File: src/rtl/irq_pending_ctrl_pkg.sv
// Shared sizing constants and FSM state encoding for the interrupt pending controller.
package irq_pending_ctrl_pkg;

  localparam int NUM_REQ = 4;
  localparam int IDX_W   = 2;

  typedef enum logic {
    IDLE  = 1'b0,
    OFFER = 1'b1
  } state_t;

endpackage

File: src/rtl/irq_edge_sync.sv
// Two-flop synchronizer per request line plus a history flop; reports one-cycle rising-edge events.
module irq_edge_sync
  import irq_pending_ctrl_pkg::*;
#(
  parameter int W = irq_pending_ctrl_pkg::NUM_REQ
) (
  input  logic         clk,
  input  logic         rst,
  input  logic [W-1:0] async_req,
  output logic [W-1:0] rise
);

  logic [W-1:0] s1;
  logic [W-1:0] s2;
  logic [W-1:0] s3;

  // s1/s2 resolve metastability, s3 remembers the previous synchronized level.
  always_ff @(posedge clk or posedge rst) begin
    if (rst) begin
      s1 <= '0;
      s2 <= '0;
      s3 <= '0;
    end else begin
      s1 <= async_req;
      s2 <= s1;
      s3 <= s2;
    end
  end

  // A line reads as a new event only for the cycle where the synchronized level is high and history is low.
  assign rise = s2 & ~s3;

endmodule

File: src/rtl/irq_pending_ctrl.sv
// Latches request-line events, flags lost events, and offers the highest-priority unmasked line.
module irq_pending_ctrl
  import irq_pending_ctrl_pkg::*;
#(
  parameter int NUM_REQ = irq_pending_ctrl_pkg::NUM_REQ,
  parameter int IDX_W   = irq_pending_ctrl_pkg::IDX_W
) (
  input  logic               clk,
  input  logic               rst,
  input  logic [NUM_REQ-1:0] req_in,
  input  logic [NUM_REQ-1:0] mask,
  input  logic               ovr_clr,
  input  logic               pend_ack,
  output logic               pend_valid,
  output logic [IDX_W-1:0]   pend_idx,
  output logic [NUM_REQ-1:0] pending,
  output logic [NUM_REQ-1:0] overrun
);

  logic [NUM_REQ-1:0] evt;
  logic [NUM_REQ-1:0] cand;
  logic [NUM_REQ-1:0] clr_vec;
  logic [NUM_REQ-1:0] ovr_set;
  state_t             state;
  state_t             state_nxt;
  logic               capture;
  logic               do_ack;

  // Highest set index wins; lower lines only matter when everything above them is clear.
  function automatic logic [IDX_W-1:0] prio_enc(input logic [NUM_REQ-1:0] v);
    logic [IDX_W-1:0] r;
    r = '0;
    for (int i = 0; i < NUM_REQ; i++) begin
      if (v[i]) r = IDX_W'(i);
    end
    return r;
  endfunction

  irq_edge_sync #(
    .W(NUM_REQ)
  ) u_edge_sync (
    .clk      (clk),
    .rst      (rst),
    .async_req(req_in),
    .rise     (evt)
  );

  // Masking only hides a line from the offer path; it never stops the event being latched.
  assign cand = pending & ~mask;

  // Overrun means a fresh event hit an already-pending bit that is not being consumed this edge.
  assign ovr_set = evt & pending & ~clr_vec;

  // Offer FSM: capture the winner on entry, hold it until the consumer accepts it.
  always_comb begin
    state_nxt  = state;
    capture    = 1'b0;
    do_ack     = 1'b0;
    pend_valid = 1'b0;
    case (state)
      IDLE: begin
        if (|cand) begin
          state_nxt = OFFER;
          capture   = 1'b1;
        end
      end
      OFFER: begin
        pend_valid = 1'b1;
        if (pend_ack) begin
          state_nxt = IDLE;
          do_ack    = 1'b1;
        end
      end
      default: state_nxt = IDLE;
    endcase
  end

  // One-hot clear for the bit being accepted this edge.
  always_comb begin
    clr_vec = '0;
    if (do_ack) clr_vec[pend_idx] = 1'b1;
  end

  // State and captured index; the index is frozen for the whole offer.
  always_ff @(posedge clk or posedge rst) begin
    if (rst) begin
      state    <= IDLE;
      pend_idx <= '0;
    end else begin
      state <= state_nxt;
      if (capture) pend_idx <= prio_enc(cand);
    end
  end

  // Event set beats ack clear, and a new overrun beats the global overrun clear.
  always_ff @(posedge clk or posedge rst) begin
    if (rst) begin
      pending <= '0;
      overrun <= '0;
    end else begin
      pending <= (pending & ~clr_vec) | evt;
      overrun <= (ovr_clr ? '0 : overrun) | ovr_set;
    end
  end

endmodule

File: config.mk
export PLATFORM = sky130hd
export DESIGN_NAME = irq_pending_ctrl
export DESIGN_NICKNAME = d
export VERILOG_FILES = /design/src/rtl/irq_pending_ctrl_pkg.sv /design/src/rtl/irq_edge_sync.sv /design/src/rtl/irq_pending_ctrl.sv
export SDC_FILE = /design/constraint.sdc
export NUM_CORES = 1
export LEC_CHECK = 0
export BUFFER_PORTS_ARGS = -buffer_cell sky130_fd_sc_hd__buf_2
export CAP_MARGIN = 40
export CORE_MARGIN = 8
export CORE_UTILIZATION = 51
export CTS_BUF_LIST = sky130_fd_sc_hd__clkbuf_2
export DETAILED_ROUTE_END_ITERATION = 7
export PLACE_DENSITY = 0.8
export SYNTH_ARGS = -nofsm -noshare
export SYNTH_HDL_FRONTEND = slang
export SYNTH_SLANG_ARGS = --single-unit
File: constraint.sdc
create_clock -name clk -period 1 [get_ports clk]
set_input_delay 0.2 -clock clk [delete_from_list [all_inputs] [get_ports clk]]
set_output_delay 0.2 -clock clk [all_outputs]
set_load 0.02 [all_outputs]
After elaboration in Yosys (flattened, before gate mapping)
Cells that the tools add are included.
{"block": "word_totals", "register_bits": 23, "word_cells": 36}
{"block": "classes", "n_reduce_logical": 2, "muxes": 14, "magnitude_cmp": 2, "bitwise_logic": 11}
{"cell": "$and A4 B4 Y4", "n": 5}
{"cell": "$not A4 Y4", "n": 3}
{"cell": "$mux W1", "n": 8}
{"cell": "$mux W4", "n": 2}
{"cell": "$or A4 B4 Y4", "n": 2}
{"cell": "$mux W2", "n": 2}
{"cell": "$reduce_or A4 Y1", "n": 1}
{"cell": "$lt A2 B3 Y1 const B", "n": 1}
{"cell": "$demux W1 S2", "n": 1}
{"cell": "$ge A2 B1 Y1 const B", "n": 1}
{"cell": "$pmux W1 S2", "n": 1}
{"cell": "$logic_and A1 B1 Y1", "n": 1}
{"cell": "$not A1 Y1", "n": 1}

Logic depth before layout (Yosys ltp)
{"block": "depth", "depth_word": 8, "ltp_mapped": 4, "mapped_depth_nobuf": 3}

By module
Synthesis repeated with hierarchy kept, for this count alone.
{"block": "unflattened", "hier_cells": 60, "hier_area_um2": 843.3}
{"mod": "irq_pending_ctrl", "cells_per_inst": 43, "seq_area_each_um2": 275.3, "n_inst": 1, "area_per_inst_um2": 484.2}
{"mod": "irq_edge_sync", "cells_per_inst": 17, "seq_area_each_um2": 300.3, "n_inst": 1, "area_per_inst_um2": 359.1}

Worst setup path after synthesis
OpenSTA, ideal clock, no wires.
{"block": "synth_timing", "path_kind": "flip-flop to flip-flop", "startpoint": "register state", "endpoint": "register overrun[0]", "setup_ps": 134, "path_stages_with_launch": 5, "period_less_slack_ps": 1096, "path_slack_ps": -96, "t_required_ps": 866, "arrival_time_ps": 962, "path_cell_list": "dfrtp_1 buf_4 nand2_2 o31ai_2 o22ai_1"}
{"block": "synth_between", "elab_chain_len": 5}
{"element": "from (decl)", "line_no": "irq_pending_ctrl.sv:24", "text": "state_t state;"}
{"element": "from (signal assigned)", "line_no": "irq_pending_ctrl.sv:90", "text": "state <= state_nxt;"}
{"element": "$mux W1", "line_no": "irq_pending_ctrl.sv:60", "text": "case (state)"}
{"element": "$mux W4", "line_no": "irq_pending_ctrl.sv:81", "text": "if (do_ack) clr_vec[pend_idx] = 1'b1;"}
{"element": "$not A4 Y4", "line_no": "irq_pending_ctrl.sv:52", "text": "assign ovr_set = evt & pending & ~clr_vec;"}
{"element": "$and A4 B4 Y4", "line_no": "irq_pending_ctrl.sv:52"}
{"element": "$or A4 B4 Y4", "line_no": "irq_pending_ctrl.sv:102", "text": "overrun <= (ovr_clr ? '0 : overrun) | ovr_set;"}
{"element": "to (signal assigned)", "line_no": "irq_pending_ctrl.sv:102"}
{"element": "to (decl)", "line_no": "irq_pending_ctrl.sv:17", "text": "output logic [NUM_REQ-1:0] overrun"}
Every way passes these cells.
A chain may end at the register's enable or synchronous reset.

Worst setup path after layout
{"block": "layout_timing", "startpoint": "register pending[2]", "endpoint": "output port pending[2]"}
{"element": "from (decl)", "line_no": "irq_pending_ctrl.sv:16", "text": "output logic [NUM_REQ-1:0] pending,"}
{"element": "from (signal assigned)", "line_no": "irq_pending_ctrl.sv:101", "text": "pending <= (pending & ~clr_vec) | evt;"}
No word-level cell between the ends.

==> impl_results.md <==
* Post-route ant nets at 0
* H-tree lvl count at 1
* Root Buffer: clkbuf_2
* Mean post-synth cell area at 12.8 um^2
* RSZ-0062 raised after global routing: yes
* Post-route cell area at 1390 um^2
* 1st-iter DRT viols at 24
* Commonest non-fill, non-tap cells in the layout: dfrtp_1 (21), buf_6 (20), buf_2 (11)
* Vias per std cell at 5.56
* Pre-CTS setup slack at -33.0 ps
* Routed WL at 2850 um
* CTS tree: done
* Critical path arrival at 1010 ps
* Final Worst Setup Slack at -215 ps
* Most common cell after layout, fill and taps aside: dfrtp_1
* Pwr/cell area at 2630 nW/um^2
* Total track usage at 14.4%
* Final hold vios at 0
* Clk_skew at 1.26 ps
* Max-slew violation count at 0
* Vias after detailed routing at 700
* Crit-path max FO at 2
* First-pass GRT wire length at 3530 um
* Layout Nets at 123
* Leakage power figure at 0.000657 uW
* Syn_nets at 75
* Ys Warns at 0
* Fmax at 0.823 GHz
* Max-Cap Viols at 0
* CP startpoint kind: register
* IO Port Bufs at 22
* Die X at 55.7 um
* Slew @ Worst Pin at 293 ps
* Clock transition at the registers of the reported paths at 210 ps
* Status: complete, but fails checks
* Total CTS buffers at 3
* RD Place Congestion at 0.844
* Area after DPL at 958 um^2
* Most area-consuming cells after synthesis: dfrtp_1 (72%), nand2b_1 (5.5%), o22ai_1 (4.7%), inv_1 (3.7%), o31ai_2 (3.1%)
* Worst EP required at 800 ps
* Yosys top cell by area: dfrtp_1
* WHS at 137 ps
* Vias in the first global route at 679
* Seq cells post-synth at 23
* VDD IR-drop max at 1.84 mV
* Maximum clock path buffer count at 2
* # rows at 14
* Yosys top cell area share at 71.7%
* Starting Density at 53.9%
* Failing checks: setup timing
* Core region area at 1490 um^2
* CP Capture Type: output pin
* Avg WL per Cell at 22.7 um
* Sequential area share after synthesis at 71.7%
* Initial antenna violation count at 0
* Area of the die at 3100 um^2
* Area Overhead vs Synth at 72.7%
* Hold WC Path Type: in -> reg
* Fin crit share at 121%
* DRC errors left at 0
* Number of distinct library cells after synthesis at 16
* Power Total at 3650 uW
* Largest net degree at the start of global routing at 13
* Drt pass-1 iters at 4
* DP HPWL at 1210 um
* Die H at 55.7 um
* Clock Latency Late Sink at 320 ps
* Mapped cell area at 803 um^2
* Total grt overflow at 0
* Inserted Diodes at 0
* I/O pins at 23
* CTS Sinks at 23
* Setup Viol. Count Final at 22
* Slew Limit Headroom at 80.5%
* Kind of critical path: reg -> out
* Post-Syn Instances at 63
* Share of cells above drive strength 1 at 60.9%
* Post-layout min period at 1210 ps
[sequential cells by signal, indices dropped and copies added (netlist names)]
register / cells
state: 1
u_edge_sync.s1: 4
overrun: 4
u_edge_sync.s2: 4
pend_idx: 2
u_edge_sync.s3: 4
pending: 4
[synthesized netlist by cell type]
cell type,count
nor2b_1,2
nand2_2,1
o21ai_1,2
inv_1,8
o22ai_1,6
nand2b_1,7
a31oi_1,1
a41oi_1,1
inv_2,1
nand2_1,4
and2_1,1
nand3_1,1
o31ai_2,2
buf_4,1
dfrtp_1,23
a21oi_1,2
[per-layer routing]
layer / share of wire [%] / global-route usage [%] / vias to the layer above
met4: 4.0 / 8.45 / 0
met3: 4.7 / 5.25 / 12
met5: 0 / 0 / -
met2: 47 / 22.8 / 32
met1: 44 / 16.3 / 352
li1: - / - / 304
[through the flow]
step	setup TNS, ps	cells	utilization, %
6_report	-2420	126	93.2
2_1_floorplan	-2.15	63	-
3_3_place_gp	0	104	64.4
3_5_place_dp	-33.0	104	64.4
4_1_cts	-1470	123	83.4
5_1_grt	-3240	126	93.2
[cell type report]
class | count | area [um^2]
Inverter | 9 | 33.8
Sequential cell | 23 | 578
Fill cell | 47 | 101
Clock buffer | 4 | 20.0
Multi-Input combinational cell | 30 | 345
Tap cell | 16 | 20.0
Timing Repair Buffer | 44 | 390
[final timing paths]
check / from / end / slack (ps) / depth (start not counted)
max in group asynchronous: rst / overrun[1] / 250 / 4
min reg2reg: u_edge_sync.s1[3] / u_edge_sync.s2[3] / 380 / 0
min in group asynchronous: rst / pending[1] / 320 / 3
max: pending[2] / pending[2] / -210 / 2
max reg2reg: state / overrun[2] / -140 / 4
min: ovr_clr / overrun[2] / 140 / 2
[logic make-up after synthesis]
| family | Yosys count | synth area share (%) |
|---|---|---|
| AND/OR/NAND/NOR | 16 | 11.1 |
| buffers and inverters | 10 | 5.14 |
| AO/OA/AOI/OAI | 14 | 12.2 |
| flip-flops | 23 | 71.7 |
[critical path, stage by stage (launching register included)]
cell	delay (ps)
dfrtp_1	450
buf_6	130
buf_6	120
[repair_timing]
action,CTS,global route
gates resized for setup,35,23
hold endpoints to repair,10,0
hold buffers,5,0
endpoints found under the setup margin,14,22
setup buffers,10,5
pin swaps,1,11
[power breakdown]
| part | total [uW] | internal [uW] | leakage, uW | switching [uW] |
|---|---|---|---|---|
| combinational | 1980 | 979 | 0.000378 | 1000 |
| sequential | 1290 | 1120 | 0.000262 | 175 |
| clock | 378 | 106 | 0.0000166 | 273 |
| total | 3650 | 2200 | 0.000657 | 1450 |
No activity file was read; power rests on OpenSTA's default activity.
